<file path="config.mk">
export PLATFORM = sky130hd
export DESIGN_NAME = axis_compress
export DESIGN_NICKNAME = d
export VERILOG_FILES = /design/src/rtl/axis_compress.sv
export SDC_FILE = /design/constraint.sdc
export NUM_CORES = 1
export LEC_CHECK = 0
export BUFFER_PORTS_ARGS = -buffer_cell sky130_fd_sc_hd__buf_4
export CAP_MARGIN = 20
export CORE_UTILIZATION = 40
export DETAILED_ROUTE_END_ITERATION = 16
export PLACE_DENSITY = 0.64
export REMOVE_ABC_BUFFERS = 1
export SETUP_SLACK_MARGIN = 0.5
export SLEW_MARGIN = 20
export SYNTH_ARGS = -nofsm -noshare
export SYNTH_HDL_FRONTEND = slang
export SYNTH_SLANG_ARGS = --single-unit
</file>
<file path="constraint.sdc">
create_clock -name clock -period 8.7 [get_ports clock]
set_input_delay 0.435 -clock clock [delete_from_list [all_inputs] [get_ports clock]]
set_output_delay 0.435 -clock clock [all_outputs]
set_load 0.01 [all_outputs]
</file>
<file path="src/rtl/axis_compress.sv">
// -----------------------------------------------------------------------------
// axis_compress
//   Merges runs of consecutive addresses on an AXI-Stream input into
//   {start, len} run records on an AXI-Stream output.  A record covers len+1
//   addresses, so this block is the exact inverse of axis_uncompress.
//
// Ports
//   clock      rising-edge clock
//   rst_n      asynchronous, active-low reset
//   clken      clock enable; no state change and no transfer while 0
//   s_tdata    input address (ASIZE bits)
//   s_tvalid   input beat valid
//   s_tlast    last address of a packet
//   s_tready   input beat accepted when high (with s_tvalid and clken)
//   m_tdata    output record {start[ASIZE-1:0], len[LSIZE-1:0]}
//   m_tvalid   output record valid
//   m_tready   downstream ready
//   m_tlast    record closes a packet
//   m_tkeep    constant all-ones
//   m_tuser    constant 0
//   dbg_state  current FSM state (0 IDLE, 1 ACC, 2 FLUSH)
//
// Handshake: a beat moves on either port only in a cycle where
// valid && ready && clken are all 1 at the rising edge.  A valid source
// holds its payload stable until that happens.
// -----------------------------------------------------------------------------
module axis_compress #(
    parameter  int ASIZE = 8,
    parameter  int LSIZE = 8,
    localparam int DW    = ASIZE + LSIZE,
    localparam int KW    = (DW + 7) / 8
) (
    input  logic             clock,
    input  logic             rst_n,
    input  logic             clken,
    input  logic [ASIZE-1:0] s_tdata,
    input  logic             s_tvalid,
    input  logic             s_tlast,
    output logic             s_tready,
    output logic [DW-1:0]    m_tdata,
    output logic             m_tvalid,
    input  logic             m_tready,
    output logic             m_tlast,
    output logic [KW-1:0]    m_tkeep,
    output logic             m_tuser,
    output logic [1:0]       dbg_state
);

    typedef enum logic [1:0] {
        S_IDLE  = 2'd0,  // no open run
        S_ACC   = 2'd1,  // run open, accumulating
        S_FLUSH = 2'd2   // run closed by tlast, waiting for the output slot
    } state_t;

    state_t           state, state_d;
    logic [ASIZE-1:0] run_start, run_start_d;
    logic [LSIZE-1:0] run_len, run_len_d;
    logic             run_last, run_last_d;

    logic             load;
    logic [DW-1:0]    load_data;
    logic             load_last;

    logic             slot_free;
    logic             s_accept;
    logic             m_xfer;
    logic             consec;
    logic             len_max;
    logic [ASIZE-1:0] len_a;
    logic [ASIZE-1:0] next_addr;

    // Run length brought to address width; the consecutive test is mod 2^ASIZE
    // so truncating a wider length keeps the arithmetic exact.
    generate
        if (LSIZE >= ASIZE) begin : g_len_trunc
            assign len_a = run_len[ASIZE-1:0];
        end else begin : g_len_ext
            assign len_a = {{(ASIZE - LSIZE){1'b0}}, run_len};
        end
    endgenerate

    assign next_addr = run_start + len_a + ASIZE'(1);
    assign consec    = (s_tdata == next_addr);
    assign len_max   = &run_len;

    assign slot_free = !m_tvalid || m_tready;
    assign s_tready  = (state != S_FLUSH) && slot_free;
    assign s_accept  = s_tvalid && s_tready && clken;
    assign m_xfer    = m_tvalid && m_tready && clken;

    assign m_tkeep   = '1;
    assign m_tuser   = 1'b0;
    assign dbg_state = state;

    // Next-state / run update / output-load decision.
    always_comb begin
        state_d     = state;
        run_start_d = run_start;
        run_len_d   = run_len;
        run_last_d  = run_last;
        load        = 1'b0;
        load_data   = {run_start, run_len};
        load_last   = 1'b0;

        case (state)
            S_IDLE: begin
                if (s_accept) begin
                    run_start_d = s_tdata;
                    run_len_d   = '0;
                    run_last_d  = s_tlast;
                    state_d     = s_tlast ? S_FLUSH : S_ACC;
                end
            end

            S_ACC: begin
                if (s_accept) begin
                    if (consec && !len_max) begin
                        run_len_d = run_len + LSIZE'(1);
                    end else begin
                        // Break: the open run goes out now; acceptance already
                        // guarantees the output slot is free this edge.
                        load        = 1'b1;
                        load_data   = {run_start, run_len};
                        load_last   = 1'b0;
                        run_start_d = s_tdata;
                        run_len_d   = '0;
                    end
                    if (s_tlast) begin
                        run_last_d = 1'b1;
                        state_d    = S_FLUSH;
                    end
                end
            end

            S_FLUSH: begin
                if (clken && slot_free) begin
                    load       = 1'b1;
                    load_data  = {run_start, run_len};
                    load_last  = 1'b1;
                    run_last_d = 1'b0;
                    state_d    = S_IDLE;
                end
            end

            default: begin
                state_d = S_IDLE;
            end
        endcase
    end

    always_ff @(posedge clock or negedge rst_n) begin
        if (!rst_n) begin
            state     <= S_IDLE;
            run_start <= '0;
            run_len   <= '0;
            run_last  <= 1'b0;
        end else begin
            state     <= state_d;
            run_start <= run_start_d;
            run_len   <= run_len_d;
            run_last  <= run_last_d;
        end
    end

    // One-entry output register: a new load wins over the clearing transfer
    // so a record handed over in the same edge keeps m_tvalid high.
    always_ff @(posedge clock or negedge rst_n) begin
        if (!rst_n) begin
            m_tvalid <= 1'b0;
            m_tlast  <= 1'b0;
            m_tdata  <= '0;
        end else if (load) begin
            m_tvalid <= 1'b1;
            m_tlast  <= load_last;
            m_tdata  <= load_data;
        end else if (m_xfer) begin
            m_tvalid <= 1'b0;
        end
    end

endmodule

</file>
Word-level counts from Yosys, hierarchy flattened
Index checks and enable logic that the tools add are counted.
{"block": "op_classes", "addsub": 3, "eq_ne": 9, "reduce_logical": 17, "mux": 21}
{"cell": "$mux 8", "count": 6}
{"cell": "$pmux 8 s2", "count": 2}
{"cell": "$add 8x1->8 const B", "count": 2}
{"cell": "$ne 2x2->1 const B", "count": 6}
{"cell": "$mux 2", "count": 5}
{"cell": "$add 8x8->8", "count": 1}
{"cell": "$eq 8x8->1", "count": 1}
{"cell": "$reduce_and 4->1", "count": 2}
{"cell": "$reduce_and 8->1", "count": 1}
{"cell": "$logic_and 1x1->1", "count": 7}
{"cell": "$mux 1", "count": 6}
{"cell": "$pmux 2 s3", "count": 1}
{"cell": "$reduce_bool 2->1", "count": 2}
{"cell": "$reduce_and 3->1", "count": 1}
{"cell": "$eq 2x1->1 const B", "count": 1}
{"cell": "$eq 2x2->1 const B", "count": 1}
{"cell": "$logic_not 1->1", "count": 2}
{"cell": "$logic_not 2->1", "count": 1}
{"cell": "$pmux 1 s2", "count": 1}
{"cell": "$logic_or 1x1->1", "count": 1}
{"block": "totals", "ff_bits": 36, "output_inout_bits": 24}

Logic depth before layout (Yosys ltp)
Gate-level depths: netlist (run 1).
{"block": "logic_depth", "word_depth": 8, "mapped_depth": 12}

Worst setup path after synthesis (run 1)
No wires, ideal clock.
{"block": "synth_timing", "path_kind": "register -> register", "startpoint": "reg run_len[0] (netlist: len_a[0])", "endpoint": "reg m_tdata[10]", "setup_time_ns": 0.125, "arrival_ns": 2.630, "stages_incl_launch_ff": 13, "path_slack_ns": 5.945, "t_required_ns": 8.575, "path_cell_list": "dfrtp_1 > inv_1 > ha_1 > inv_1 > fa_1 > a211oi_2 > o31ai_1 > a211o_1 > a22oi_2 > a31oi_2 > nor2_8 > buf_12 > mux2_4"}
{"block": "synth_between", "elab_chain_cells": 7}
{"element": "start: declaration", "line_no": "57", "text": "logic [LSIZE-1:0] run_len, run_len_d;"}
{"element": "start signal: assignment", "line_no": "160", "text": "run_len <= run_len_d;"}
{"element": "$add 8x8->8", "line_no": "82", "text": "assign next_addr = run_start + len_a + ASIZE'(1);"}
{"element": "$add 8x1->8", "line_no": "82"}
{"element": "$eq 8x8->1", "line_no": "83", "text": "assign consec = (s_tdata == next_addr);"}
{"element": "$logic_and 1x1->1 *", "line_no": "117", "text": "if (consec && !len_max) begin"}
{"element": "$mux 1 *", "line_no": "117"}
{"element": "$mux 1 *", "line_no": "116", "text": "if (s_accept) begin"}
{"element": "$pmux 1 s2 *", "line_no": "105", "text": "case (state)"}
{"element": "end signal: assignment", "line_no": "175", "text": "m_tdata <= load_data;"}
{"element": "end: declaration", "line_no": "40", "text": "output logic [DW-1:0] m_tdata,"}
Mark *: on every way between the ends. The rest lies on a longest branch, timed or not.
A chain may end at the register's enable or synchronous reset.

Worst setup path after layout (run 1)
{"block": "layout_timing", "startpoint": "reg run_len[0] (netlist: len_a[0])", "endpoint": "reg run_start[7]"}
{"block": "layout_between", "elab_chain_cells": 6}
{"element": "$add 8x8->8", "line_no": "82"}
{"element": "$add 8x1->8", "line_no": "82"}
{"element": "$eq 8x8->1", "line_no": "83"}
{"element": "$logic_and 1x1->1 *", "line_no": "117"}
{"element": "$ne 2x2->1 (no source line) *"}
{"element": "$reduce_and 4->1 (no source line) *"}
{"element": "end signal: assignment", "line_no": "159", "text": "run_start <= run_start_d;"}
{"element": "end: declaration", "line_no": "56", "text": "logic [ASIZE-1:0] run_start, run_start_d;"}
Marked as above.

==> run metrics, run 1 <==
most frequent cells after synthesis=36 x dfrtp_1, 17 x nor2_1, 14 x nand2_1; worst path required time=8.88 ns; number of synthesis warnings=0; Synth area leaders=dfrtp_1 43%, ha_1 6.5%, mux2_4 6.4%, mux2_2 4.3%, xnor2_1 4.1%; period utilisation layout=0.362; Worst-Margin Slew=~0.5 ns; Synth top area share=0.425; design area=around 2500 um^2; IO buf count=34; Initial Utilization=0.415; Worst Setup Path Type=reg2reg; Yosys reg bits=36; largest area contributor in the netlist=dfrtp_1; RSZ-0062 raised after global routing=no; global-route wire length before repair=6.56 mm; Cell Pwr Density=around 270 nW/um^2; dpl ws=5.55 ns; Ant. Diodes=0; DIE AREA=about 5600 um^2; hold_buf cts=0; Nets=255; Reg2Reg Depth=11; # setup viols final=0; status=finished clean; largest net degree at the start of global routing=37; total of max-cap violations=0; Crit Reg-Reg Endpoint=run_start[7]; post-route minimum period=3.15 ns; number of global-route vias before repair=1358; post-synthesis sequential area ratio=0.425; antenna violations before repair=0; share of layout cells above drive strength 1=0.296; ys flop type=dfrtp_1; fin cells=300; Worst-path clk slew=about 0.070 ns; average size of a mapped cell=11.0 um^2; top-count cell post-synth=dfrtp_1; Slew Viols, Final=0; detailed placement HPWL=roughly 2.9 mm; Total GRT Usage=0.159; Cells after DPL=292; fmax=roughly 0.32 GHz; H-tree depth=2; relative slew slack=0.667; wirelength, routed=around 4.0 mm; CP max FO=11; clock sink count=36; DR WL/cell=13.2 um; placed instance area=approximately 2400 um^2; worst reg2reg path startpoint=len_a[0]; CP Capture Type=flip-flop; TritonCTS Buffers=5; P&R area growth vs syn=17.9%; core area=between 5000 and 6000 um^2; initial DRC count=121; Setup TNS=0 ns; Final WS setup=between 5 and 6 ns; Root Buffer=clkbuf_8; Final Hold Fails=0; Critical Path Source Type=flip-flop; Via Count=1493; row cnt=26; CP arrival=~3.3 ns; Congestion Overflow GR=0; CTS tree=done; die height=74.8 um; Skew-Pair Late Insertion Delay=a little under 0.3 ns; Mapped Area=~2100 um^2; # DRC=0; leakage power=roughly 0.0012 uW; flop-to-flop setup slack=around 5.5 ns; clock skew=between 0.004 and 0.005 ns; deepest clock path buffer count=2; Ports=38; Peak VDD IR=around 140 uV; Placer Congestion=0.911; Post-CTS Resized=0; Cell variety after synth=45; EDFF count, synth=0; Post-synth ARST share=1.00; Gate Count Post-Synth=192; Vias/cell=about 5; die width=between 70 and 80 um; setup bufs post-CTS=0; Hold Path Class=in2async; antenna-violating nets left=0; DRT Pass-1 Iters=4
-- worst max-delay path by stage --
stage,cells after the start,end,slack (ns),startpoint
floorplan,11,run_start[7],5.89,len_a[0]
global placement,11,run_start[7],5.62,len_a[0]
detailed placement,11,run_start[7],5.55,len_a[0]
CTS,11,run_start[3],5.53,len_a[0]
global route,11,run_start[6],5.36,len_a[0]
finish,11,run_start[7],5.55,len_a[0]
-- cell type report --
type	count	area, um^2
Tap cell	70	87.6
Fill cell	486	2610
Clock inverter	3	18.8
Sequential cell	36	901
Multi-Input combinational cell	140	1120
Clock buffer	5	68.8
Timing Repair Buffer	34	255
Inverter	12	45.0
-- worst max-delay path, cell delays in order, from the launching register on --
cell	delay [ns]
dfrtp_1	0.43
inv_1	0.08
ha_1	0.15
inv_1	0.05
fa_1	0.41
a211oi_2	0.22
o31ai_1	0.11
a211o_1	0.30
a22oi_2	0.20
nand4_2	0.24
nand2_1	0.45
mux2_2	0.39
-- logic make-up (layout without fill, tap and decap cells) --
logic type      Yosys count  after routing  share of synthesized area
simple gates             55             55                      0.147
flops                    36             36                      0.425
compound gates           33             33                      0.106
mux                      24             24                      0.143
buf+inv                  17             54                     0.0466
xor+xnor                 13             13                     0.0537
fa+ha+maj                12             12                     0.0744
other cells               2              3                    0.00354
-- through the flow --
step	hold slack [ns]	total power, uW	util
after floorplan	0.139	473	-
after global placement	0.420	562	0.472
after detailed placement	0.424	566	0.472
after CTS	0.102	686	0.489
after global routing	0.111	733	0.489
final	0.0866	679	0.489
-- state kept, by name, indices dropped and copies added, names as in the netlist --
name,count
run_start,8
m_tdata,16
len_a,8
m_tvalid,1
dbg_state,2
m_tlast,1
-- routing by layer --
metal	vias to the layer above	wire length (um)	track usage
met1	713	2000	0.217
met3	4	168	0.0455
met4	0	43	0.0629
met5	-	0	0
met2	31	1750	0.239
li1	745	-	-
-- power by group --
| part | leakage, uW | internal, uW | switching [uW] |
|---|---|---|---|
| registers | 0.000468 | 213 | 34.8 |
| logic | 0.000705 | 161 | 152 |
| clock network | 0.0000479 | 55.7 | 62.0 |
-- cells in the final DEF (no fill, tap or decap), types with 5 or more instances in the layout --
cell type	count
inv_1	12
o21ai_0	5
ha_1	11
nand2_1	14
mux2_4	9
mux2_2	8
buf_4	34
nor2_1	17
clkbuf_8	5
mux2_1	7
dfrtp_1	36
nand3_1	6
a21oi_1	9
xnor2_1	10
(Power assumes the default switching activity.)
==> inputs of run 2 (changes only) <==
ABC_AREA = 1   (was default)
PLACE_DENSITY = 0.67   (was 0.64)
clock period = 2.7 ns   (was 8.7 ns; I/O delays follow)
==> run 2 against run 1 <==
- utilization grew 6.9 points
- sequential cell count is the same
- clock skew is essentially flat
- first-iteration DRC count shrank 9.9%
- maximum frequency up 30%
- final area is 16% higher
- clock power rose to 3.2 times the previous value
- critical path depth up 3
- worst setup slack worse by 5.3 ns
- largest power group unchanged
==> run metrics, run 2 <==
commonest cells after routing, fill and taps aside=95 x nand2_1, 46 x buf_4, 36 x dfrtp_1, 31 x nand3_1, 27 x inv_1; CP max FO=6 (-5); clock sink count=36 (unchanged); Worst Hold Endpoint=run_start[0]; global-route wire length before repair=8.09 mm (+23%); Synth top area share=0.416 (-0.00908); largest family of logic cells by synthesized area=simple AND/OR/NAND/NOR gates; Worst Setup Path Type=reg2reg; deepest clock path buffer count=2 (unchanged); Ports=38 (unchanged); Crit Reg-Reg Endpoint=run_start[1]; period utilisation layout=0.897 (+0.535); DIE AREA=5710 um^2 (+2.1%); Placer Congestion=0.801 (-12%); antenna-violating nets left=0 (unchanged); worst path required time=2.89 ns (-5.99 ns); Initial Utilization=0.419 (+0.00373); EDFF count, synth=0 (unchanged); most frequent cells after synthesis=104 x nand2_1, 40 x nand3_1, 36 x dfrtp_1; top-count cell post-synth=nand2_1; most common cell after layout, fill and taps aside=nand2_1; CP arrival=2.61 ns (-0.73 ns); # setup viols final=0 (unchanged); Post-synth ARST share=1.00 (unchanged); Cell Pwr Density=790 nW/um^2 (+190%); average size of a mapped cell=7.44 um^2 (-33%); Vias/cell=4.88 (-2.0%); number of synthesis warnings=0 (unchanged); post-synthesis compound-gate area fraction=0.0335 (-0.0728); Skew-Pair Late Insertion Delay=0.29 ns (about the same); worst hold stages=3; DR WL/cell=13.2 um (+0.27%); leakage power=0.00156 uW (+28%); Final Hold Fails=0 (unchanged); fmax=0.413 GHz (+30%); Reg2Reg Depth=14 (+3); Worst-Margin Slew=0.769 ns (+0.270 ns); Ant. Diodes=0 (unchanged); Nets=371 (+45%); Synth area leaders=dfrtp_1 42%, nand2_1 18%, nand3_1 9.2%, ha_1 6.4%, inv_1 5.4%; H-tree depth=2 (unchanged); # DRC=0 (unchanged); worst hold start=s_tdata[0]; antenna violations before repair=0 (unchanged); Congestion Overflow GR=0 (unchanged); Seq pwr share=0.355 (-0.010); Worst-path clk slew=0.08 ns (about the same); die width=75.6 um (+1.1%); Crit path top cell by count=nand2_1; largest area contributor in the netlist=dfrtp_1; post-synthesis sequential area ratio=0.416 (-0.00908); crit path buf inv count=4 (+2); multiplexer share of the synthesized area=0 (-0.143); post-synthesis adder-cell area fraction=0.0728 (-0.00159); Total GRT Usage=0.192 (+0.0329); total of max-cap violations=0 (unchanged); number of global-route vias before repair=1802 (+33%); Slew Viols, Final=0 (unchanged); share of layout cells above drive strength 1=0.292 (-0.00374); Setup TNS=0 ns (unchanged); Net Sw Power=944 uW (+280%); CP delay by family, top=adder cells; Comb pwr share=0.477 (+0.016); internal power=1340 uW (+210%); row cnt=26 (unchanged); largest net degree at the start of global routing=37 (unchanged); Pwr Total=2280 uW (+240%); Yosys reg bits=36 (unchanged); Hold Path Class=in2reg; P&R area growth vs syn=33.3%; DRT Pass-1 Iters=4 (unchanged); status=finished clean; core area=5170 um^2 (+1.3%); TritonCTS Buffers=5 (unchanged); Cell variety after synth=31 (-31%); Via Count=2028 (+36%); slowest stage delay, CP=0.56 ns (+0.11 ns); Most flops, register=m_tdata; Post-Synth XOR/XNOR Area=0.0445 (-0.00924); Switching Fraction=0.414 (+0.0472); post-route minimum period=2.42 ns (-0.729 ns); Critical Path Source Type=flip-flop; Peak VDD IR=333 uV (+130%); ys flop type=dfrtp_1; Simple-Gate Fraction of Synth Area=0.344 (+0.197); Cell Chain, Critical Path=inv_2 > ha_4 > inv_2 > fa_2 > xnor2_1 > nand2_1 > a21oi_1 > nand2_1 > nor2_2 > nand4_1 > buf_6 > buf_8 > nand3_1 > nand2_1; RSZ-0062 raised after global routing=yes; Gate Count Post-Synth=291 (+52%); CP Capture Type=flip-flop; detailed placement HPWL=3.51 mm (+22%); max FFs per register=16 (unchanged); clock skew=0.00469 ns (+0.00000519 ns); Root Buffer=clkbuf_8; flop-to-flop setup slack=0.28 ns (-5.27 ns); relative slew slack=0.483 (-0.184); wirelength, routed=5.50 mm (+39%); worst reg2reg path startpoint=len_a[0]; CTS tree=done; clock share of power=0.168 (-0.005); IO buf count=34 (unchanged); CP max stage cell=fa_2; initial DRC count=109 (-9.9%); die height=75.6 um (+1.1%); Mapped Area=2170 um^2 (+2.2%)
-- run 2: metal layers --
layer,wire [um],up-vias,track usage
li1,-,1022,-
met3,180,9,0.0370
met5,0,-,0
met4,114,0,0.0823
met2,2740,45,0.315
met1,2470,952,0.248
-- run 2: worst register-to-register path: cells and delay by family (launching register included) --
| kind | cells | cell delay, ns |
|---|---|---|
| xor+xnor | 1 | 0.11 |
| buf+inv | 4 | 0.44 |
| simple gates | 6 | 0.53 |
| fa+ha+maj | 2 | 0.69 |
| compound gates | 1 | 0.14 |
| flops | 1 | 0.40 |
-- run 2: power groups by stage --
stage	Combinational, uW	Sequential [uW]	Clock [uW]
floorplan	572	826	0
global placement	894	810	0
detailed placement	914	810	0
CTS	973	801	386
global route	1230	828	414
finish	1090	809	383
-- run 2: worst max-delay path by stage --
stage / slack (ns) / startpoint / cells past startpoint / to
detailed placement: 0.26 / len_a[0] / 14 / m_tdata[11]
global route: 0.15 / len_a[0] / 14 / run_start[1]
floorplan: 0.32 / len_a[0] / 13 / len_a[7]
CTS: 0.39 / len_a[0] / 14 / m_tdata[7]
finish: 0.28 / len_a[0] / 14 / run_start[1]
global placement: 0.32 / len_a[0] / 14 / m_tdata[0]
-- run 2: stage by stage --
step                      instances  setup slack, ns  utilization  hold slack (ns)  cell area (um^2)
final                           416            0.277        0.558           0.0867              2890
after detailed placement        389            0.256        0.477            0.117              2470
after global routing            416            0.152        0.558           0.0790              2890
after CTS                       406            0.394        0.517           0.0893              2680
after floorplan                 283            0.317            -           -0.161              2110
after global placement          389            0.317        0.477            0.119              2470
-- run 2: logic make-up (layout without fill, tap and decap cells) --
logic type | Yosys count | count (layout)
adder cells (fa/ha/maj) | 12 | 12
other | 2 | 3
AND/OR/NAND/NOR | 174 | 177
XOR/XNOR | 11 | 11
flip-flops | 36 | 36
AO/OA/AOI/OAI | 13 | 13
buffers and inverters | 43 | 94
-- run 2: cell type report --
cell class                      count  area, um^2
Clock buffer                        5        68.8
Clock inverter                      3        18.8
Fill cell                         482        2280
Inverter                           34         140
Multi-Input combinational cell    216        1260
Sequential cell                    36         901
Tap cell                           70        87.6
Timing Repair Buffer               52         415
-- run 2: what timing repair did --
| item | in CTS | in global routing |
|---|---|---|
| resized for setup | 12 | 35 |
| endpoints found under the hold margin | 36 | 0 |
| cloned | 2 | 2 |
| pin swaps | 5 | 20 |
| buffers inserted | 6 | 8 |
| hold buffers | 1 | 0 |
| setup endpoints to repair | 34 | 34 |
